File: src/rtl/alu_mul_seq.sv
// -----------------------------------------------------------------------------
// alu_mul_seq
//   Multi-cycle shift-and-add multiplier producing the low 32 bits of a 32x32
//   product. It owns no adder or shifter of its own: every arithmetic step is
//   issued to the shared single-cycle execute-stage ALU, one operation per
//   cycle (ADD to accumulate, SLL to shift the multiplicand).
//
// Ports
//   i_clk            clock, all state updates on the rising edge
//   i_reset          synchronous active-high reset
//   i_start          start request, only honoured while idle
//   i_op_a           multiplicand, captured on an accepted start
//   i_op_b           multiplier, captured on an accepted start
//   i_alu_data       combinational result returned by the shared ALU
//   o_alu_op_a       ALU operand A
//   o_alu_op_b       ALU operand B
//   o_alu_op         ALU opcode
//   o_alu_br_unsign  tied low
//   o_busy           high whenever the sequencer is not idle
//   o_done           one-cycle completion pulse
//   o_result         product[31:0], held from o_done until the next start
// -----------------------------------------------------------------------------
module alu_mul_seq #(
    parameter logic [3:0] OP_ADD     = 4'd0,
    parameter logic [3:0] OP_SLL     = 4'd2,
    parameter int         EARLY_TERM = 1
) (
    input  logic        i_clk,
    input  logic        i_reset,
    input  logic        i_start,
    input  logic [31:0] i_op_a,
    input  logic [31:0] i_op_b,
    input  logic [31:0] i_alu_data,
    output logic [31:0] o_alu_op_a,
    output logic [31:0] o_alu_op_b,
    output logic [3:0]  o_alu_op,
    output logic        o_alu_br_unsign,
    output logic        o_busy,
    output logic        o_done,
    output logic [31:0] o_result
);

    typedef enum logic [1:0] {
        ST_IDLE  = 2'd0,
        ST_ADD   = 2'd1,
        ST_SHIFT = 2'd2,
        ST_DONE  = 2'd3
    } state_t;

    localparam logic early_term = (EARLY_TERM != 0);

    state_t      state;
    state_t      state_next;
    logic [31:0] acc;
    logic [31:0] mcand;
    logic [31:0] mplier;
    logic [5:0]  cnt;
    logic [31:0] mplier_shr;

    // Multiplier as it will look after the current SHIFT step; the next-state
    // decision looks ahead at it so no idle cycle is spent re-examining bit 0.
    assign mplier_shr = {1'b0, mplier[31:1]};

    // State register
    always_ff @(posedge i_clk) begin
        if (i_reset) begin
            state <= ST_IDLE;
        end else begin
            state <= state_next;
        end
    end

    // Next-state logic
    always_comb begin
        state_next = state;
        case (state)
            ST_IDLE: begin
                if (i_start) begin
                    if (early_term && (i_op_b == 32'd0)) begin
                        state_next = ST_DONE;
                    end else if (i_op_b[0]) begin
                        state_next = ST_ADD;
                    end else begin
                        state_next = ST_SHIFT;
                    end
                end
            end
            ST_ADD: begin
                state_next = ST_SHIFT;
            end
            ST_SHIFT: begin
                if ((cnt == 6'd31) || (early_term && (mplier_shr == 32'd0))) begin
                    state_next = ST_DONE;
                end else if (mplier_shr[0]) begin
                    state_next = ST_ADD;
                end else begin
                    state_next = ST_SHIFT;
                end
            end
            ST_DONE: begin
                state_next = ST_IDLE;
            end
            default: begin
                state_next = ST_IDLE;
            end
        endcase
    end

    // Datapath registers. The result is captured on the edge that enters DONE
    // so it is already valid while o_done is high. DONE is only entered from
    // IDLE (zero multiplier, product 0) or from SHIFT (acc is final there,
    // since SHIFT never touches acc).
    always_ff @(posedge i_clk) begin
        if (i_reset) begin
            acc      <= 32'd0;
            mcand    <= 32'd0;
            mplier   <= 32'd0;
            cnt      <= 6'd0;
            o_result <= 32'd0;
        end else begin
            case (state)
                ST_IDLE: begin
                    if (i_start) begin
                        acc    <= 32'd0;
                        mcand  <= i_op_a;
                        mplier <= i_op_b;
                        cnt    <= 6'd0;
                        if (state_next == ST_DONE) begin
                            o_result <= 32'd0;
                        end
                    end
                end
                ST_ADD: begin
                    acc <= i_alu_data;
                end
                ST_SHIFT: begin
                    mcand  <= i_alu_data;
                    mplier <= mplier_shr;
                    cnt    <= cnt + 6'd1;
                    if (state_next == ST_DONE) begin
                        o_result <= acc;
                    end
                end
                default: begin
                end
            endcase
        end
    end

    // Output decode
    always_comb begin
        o_alu_op        = OP_ADD;
        o_alu_op_a      = 32'd0;
        o_alu_op_b      = 32'd0;
        o_alu_br_unsign = 1'b0;
        o_busy          = (state != ST_IDLE);
        o_done          = (state == ST_DONE);
        case (state)
            ST_ADD: begin
                o_alu_op   = OP_ADD;
                o_alu_op_a = acc;
                o_alu_op_b = mcand;
            end
            ST_SHIFT: begin
                o_alu_op   = OP_SLL;
                o_alu_op_a = mcand;
                o_alu_op_b = 32'd1;
            end
            default: begin
            end
        endcase
    end

endmodule
File: config.mk
export PLATFORM = sky130hd
export DESIGN_NAME = alu_mul_seq
export DESIGN_NICKNAME = d
export VERILOG_FILES = /design/src/rtl/alu_mul_seq.sv
export SDC_FILE = /design/constraint.sdc
export NUM_CORES = 1
export LEC_CHECK = 0
export BUFFER_PORTS_ARGS = -buffer_cell sky130_fd_sc_hd__buf_4
export CAP_MARGIN = 25
export CELL_PAD_IN_SITES_DETAIL_PLACEMENT = 0
export CELL_PAD_IN_SITES_GLOBAL_PLACEMENT = 1
export CORE_MARGIN = 2
export CORE_UTILIZATION = 42
export CTS_BUF_LIST = sky130_fd_sc_hd__clkbuf_4
export DETAILED_ROUTE_END_ITERATION = 12
export PLACE_DENSITY = 0.95
export SLEW_MARGIN = 0
export SYNTH_ARGS = -nofsm -noshare
export SYNTH_HDL_FRONTEND = slang
export SYNTH_SLANG_ARGS = --single-unit
File: constraint.sdc
create_clock -name i_clk -period 4.3 [get_ports i_clk]
set_input_delay 0.215 -clock i_clk [delete_from_list [all_inputs] [get_ports i_clk]]
set_output_delay 0.215 -clock i_clk [all_outputs]
set_load 0.05 [all_outputs]
==> After elaboration in Yosys (flattened, before gate mapping) <==
Cells that the tools add are included.
{ "op_classes": {"multipliers": 0, "n_shift": 0, "div_mod_pow": 0, "n_eq_ne": 8, "n_reduce_logical": 10, "mux": 21, "add_sub_neg": 1, "n_bitwise": 0, "magnitude_cmp": 0} }
{ "op_table": {"columns": ["operator", "n"], "rows": [
  ["32-bit case mux with 2 select lines", 6],
  ["32-bit 2-to-1 mux", 6],
  ["32-bit logical NOT", 2],
  ["2-bit 2-to-1 mux", 6],
  ["6-bit case mux with 2 select lines", 1],
  ["2-bit case mux with 4 select lines", 1],
  ["6-bit by 1-bit adder with 6-bit output (second input constant)", 1],
  ["2-bit equality test (second input constant)", 3],
  ["6-bit by 5-bit equality test with 1-bit output (second input constant)", 1],
  ["6-bit 2-to-1 mux", 1],
  ["2-bit inequality test (second input constant)", 3],
  ["2-bit nonzero test", 3],
  ["2-bit AND reduction", 2],
  ["4-bit AND reduction", 1],
  ["2-bit by 1-bit equality test with 1-bit output (second input constant)", 1],
  ["2-bit logical NOT", 1],
  ["1-bit logical OR", 1]
]} }
{ "word_totals": {"memories": 0, "word_cells": 46, "inputBits": 99, "rom_bits": 0, "latch_bits": 0, "mem_bits_rw": 0, "reg_bits": 136, "output_inout_bits": 103} }

==> Logic depth before layout (Yosys ltp) <==
{ "logic_depth": {"word_depth": 8, "ltp_mapped": 10, "mapped_depth_nobuf": 7} }

==> Worst setup path before layout <==
No wires, ideal clock.
{ "synth_path": {"path_kind": "register -> output", "startpoint": "register state[0]", "endpoint": "output port o_alu_op_a[21]", "path_stages_with_launch": 8, "arrival_time_ns": 2.568, "required_time_ns": 4.085, "setup_slack_ns": 1.517, "cell_sequence": "dfxtp_1 inv_1 ha_1 clkbuf_1 buf_2 clkbuf_1 a22oi_1 nor2b_1"} }
{ "synth_between": {"elab_chain_cells": 2, "elab_cells_between_ends": 3, "classes_between": "eq/ne: 2; mux: 1"} }
{ "synth_rtl": {"columns": ["item", "line", "source"], "rows": [
  ["from (decl)", "52", "state_t state;"],
  ["from (signal assigned)", "69", "state <= state_next;"],
  ["2-bit equality test / 2-bit by 1-bit equality test with 1-bit output (equally long branches)", "158", "case (state)"],
  ["32-bit case mux with 2 select lines *", "158", null],
  ["to (decl)", "34", "output logic [31:0] o_alu_op_a,"]
]} }
Mark *: on every way between the ends. The rest lies on a longest branch, timed or not.

==> Worst setup path after layout <==
{ "layout_path": {"startpoint": "register state[0]", "endpoint": "output port o_alu_op_a[10]"} }
The elaborated chain is that of the path after synthesis.

==> run_results.csv <==
group,metric,value,unit
logic_synthesis,synth_cell_type_count,39,
floorplan,core-area,0.0152,mm²
timing,post-route-period-util,0.748,
cells_and_area,seqCellArea,0.00270,mm²
drt,drt_iter0_drc,342,
logic_synthesis,avgSynthCellArea,9.05,µm²
logic_synthesis,synth-main-ff-cell,"dfxtp_1",
setup_path,r2r_setup_slack,1.47,ns
clock_tree,clk_pin_slew,0.10,ns
run,drv_cap,0,
global_route,antenna_found_initial,1,
floorplan,start_util,0.431,
clock_tree,cts_buffers,17,
logic_synthesis,ys_seq_elements,135,
logic_synthesis,syn_area,0.00655,mm²
floorplan,fp.dieW,129,µm
floorplan,die_area,0.0166,mm²
global_route,grt_start_max_net_pins,93,
timing,worst_pin_slew,0.903,ns
drt,drtPass1Iterations,5,
cells_and_area,final_common_cell,"buf_4",
drt,remaining_drc_errors,0,
global_route,overflow,0,
cells_and_area,syn2layout_area_growth,39.3,%
setup_path,critical_path.endpoint_type,"primary output",
clock_tree,insertion_delay,0.53,ns
setup_path,critical_path_required,4.09,ns
logic_synthesis,synth_edf_count,0,
worst_hold_path,hold_path.class,"in2reg",
timing,fmax,0.311,GHz
drt,wl_per_cell,16.7,µm
drt,drt-total-wl,19400,µm
logic_synthesis,async_flop_share,0,
timing,setup_tns,0,ns
clock_tree,numClockSinks,135,
drt,vias,6169,
cells_and_area,layout_common_cells,"buf_4, dfxtp_1, nor2_1, mux2i_1, dlygate4sd3_1",
setup_path,crit_type,"reg2out",
global_route,grt_usage,0.229,
run_status,outcome,"finished, final reports clean",
floorplan,dieHeight,129,µm
cells_and_area,layout.nets,1062,
floorplan,io_pins,202,
logic_synthesis,synth_warnings,0,
logic_synthesis,syn_inst,724,
clock_tree,cts_tree,"built",
power_and_ir_drop,irDropWorstVdd,0.213,mV
power_and_ir_drop,p_per_area,426,mW/mm²
placed_design,dp_hpwl,12700,µm
timing,grt_setup_unrepaired,"no",
clock_tree,clockRootBuffer,"clkbuf_4",
clock_tree,ctsLongestPathBuffers,2,
drt,ant_nets,0,
clock_tree,postCtsSetupBuffers,0,
power_and_ir_drop,p_leak,3.56,nW
timing,hold_viol,0,
timing,clock_skew,0.0141,ns
placed_design,place_congestion,0.811,
setup_path,arrival,3.00,ns
global_route,grt_pass1_vias,5860,
cells_and_area,multi_input_area,0.00354,mm²
clock_tree,htree_levels,4,
drt,viasPerCell,5.32,
cells_and_area,fin_util,0.600,
timing,drv_slew,0,
floorplan,rows,45,
timing,relSlewSlack,0.398,
cells_and_area,fillers,1318,
timing,fin_crit,3.21,ns
global_route,grt_pass1_wl,30100,µm
setup_path,worstPathMaxFanout,61,
timing,setup_viol,0,
logic_synthesis,synth-seq-area-share,0.413,
cells_and_area,drive_gt1_frac,0.271,
placed_design,portBuffers,197,
setup_path,crit_path_start_kind,"flip-flop",
## registers in the layout (all words and copies together), names as in the netlist
name      cells
acc          32
cnt           6
mcand        32
mplier       31
o_result     32
state         2
## metal layers
| layer | vias to the layer above | GRT usage | wire (µm) |
|---|---|---|---|
| li1 | 3034 | - | - |
| met1 | 2913 | 0.299 | 8760 |
| met2 | 196 | 0.368 | 9230 |
| met3 | 26 | 0.0607 | 1020 |
| met4 | 0 | 0.0786 | 364 |
| met5 | - | 0 | 0 |
## layout make-up
class | instances | share of cell area
flip-flops and latches | 135 | 0.296
inverters | 5 | 0.00206
multi-input cells | 518 | 0.389
diodes | 1 | 0.000274
clock inverters | 11 | 0.0145
well taps | 188 | 0.0258
repair buffers | 281 | 0.256
clock buffers | 20 | 0.0165
## cell usage after synthesis, types with 2 or more instances
library cell | count | area (µm²)
dfxtp_1 | 135 | 2700
nor2_1 | 104 | 390
mux2i_1 | 94 | 941
a22oi_1 | 64 | 480
a211oi_1 | 62 | 465
clkbuf_1 | 49 | 184
nand2_1 | 38 | 143
nor2b_1 | 35 | 219
and2_1 | 32 | 200
nand2b_1 | 16 | 100
or2b_2 | 16 | 140
nor4_1 | 14 | 87.6
a21oi_1 | 8 | 40.0
buf_1 | 7 | 26.3
nand4_1 | 6 | 37.5
buf_6 | 5 | 56.3
ha_1 | 5 | 62.6
inv_1 | 5 | 18.8
buf_4 | 4 | 30.0
xor2_1 | 3 | 26.3
dlygate4sd1_1 | 2 | 17.5
nor3_1 | 2 | 10.0
o21ai_0 | 2 | 10.0
## critical path, cell delays in order (launching register included)
cell and delay, ns:
dfxtp_1 0.34, inv_1 0.14, ha_4 0.60, buf_4 0.79, a22oi_1 0.14, nor2b_1 0.21, buf_4 0.23
## timing repair
action | in CTS | in global routing
resized for setup | 0 | 0
hold buffers | 63 | 11
endpoints found under the hold margin | 62 | 11
## power breakdown
part	total, mW	switching (mW)	internal, mW
logic	1.46	0.862	0.598
registers	1.57	0.144	1.43
clock network	0.857	0.445	0.411
total	3.89	1.45	2.44
## cells by family after synthesis
family | synth area share
AO/OA/AOI/OAI | 0.162
XOR/XNOR | 0.00401
adder cells (fa/ha/maj) | 0.00955
buffers and inverters | 0.0535
flip-flops | 0.413
multiplexers | 0.144
other | 0.000573
AND/OR/NAND/NOR | 0.214
## metrics by stage
step,setup WS (ns),cell area [µm²],power [mW],hold slack (ns),std cells
2_1_floorplan,1.52,6560,2.59,0.377,727
3_3_place_gp,1.65,8040,2.94,0.461,1051
3_5_place_dp,1.61,8070,2.98,0.464,1052
4_1_cts,1.07,8980,3.88,0.000743,1146
5_1_grt,0.823,9120,4.11,0.00405,1159
6_report,1.09,9120,3.89,0.0432,1159
## final timing paths
path,startpoint,end,cells after the start
min,i_op_a[31],mcand[31],3
min reg2reg,acc[23],o_result[23],2
max reg2reg,state[0],mplier[31],6
max,state[0],o_alu_op_a[10],6
Power figures use the tool's default switching activity.
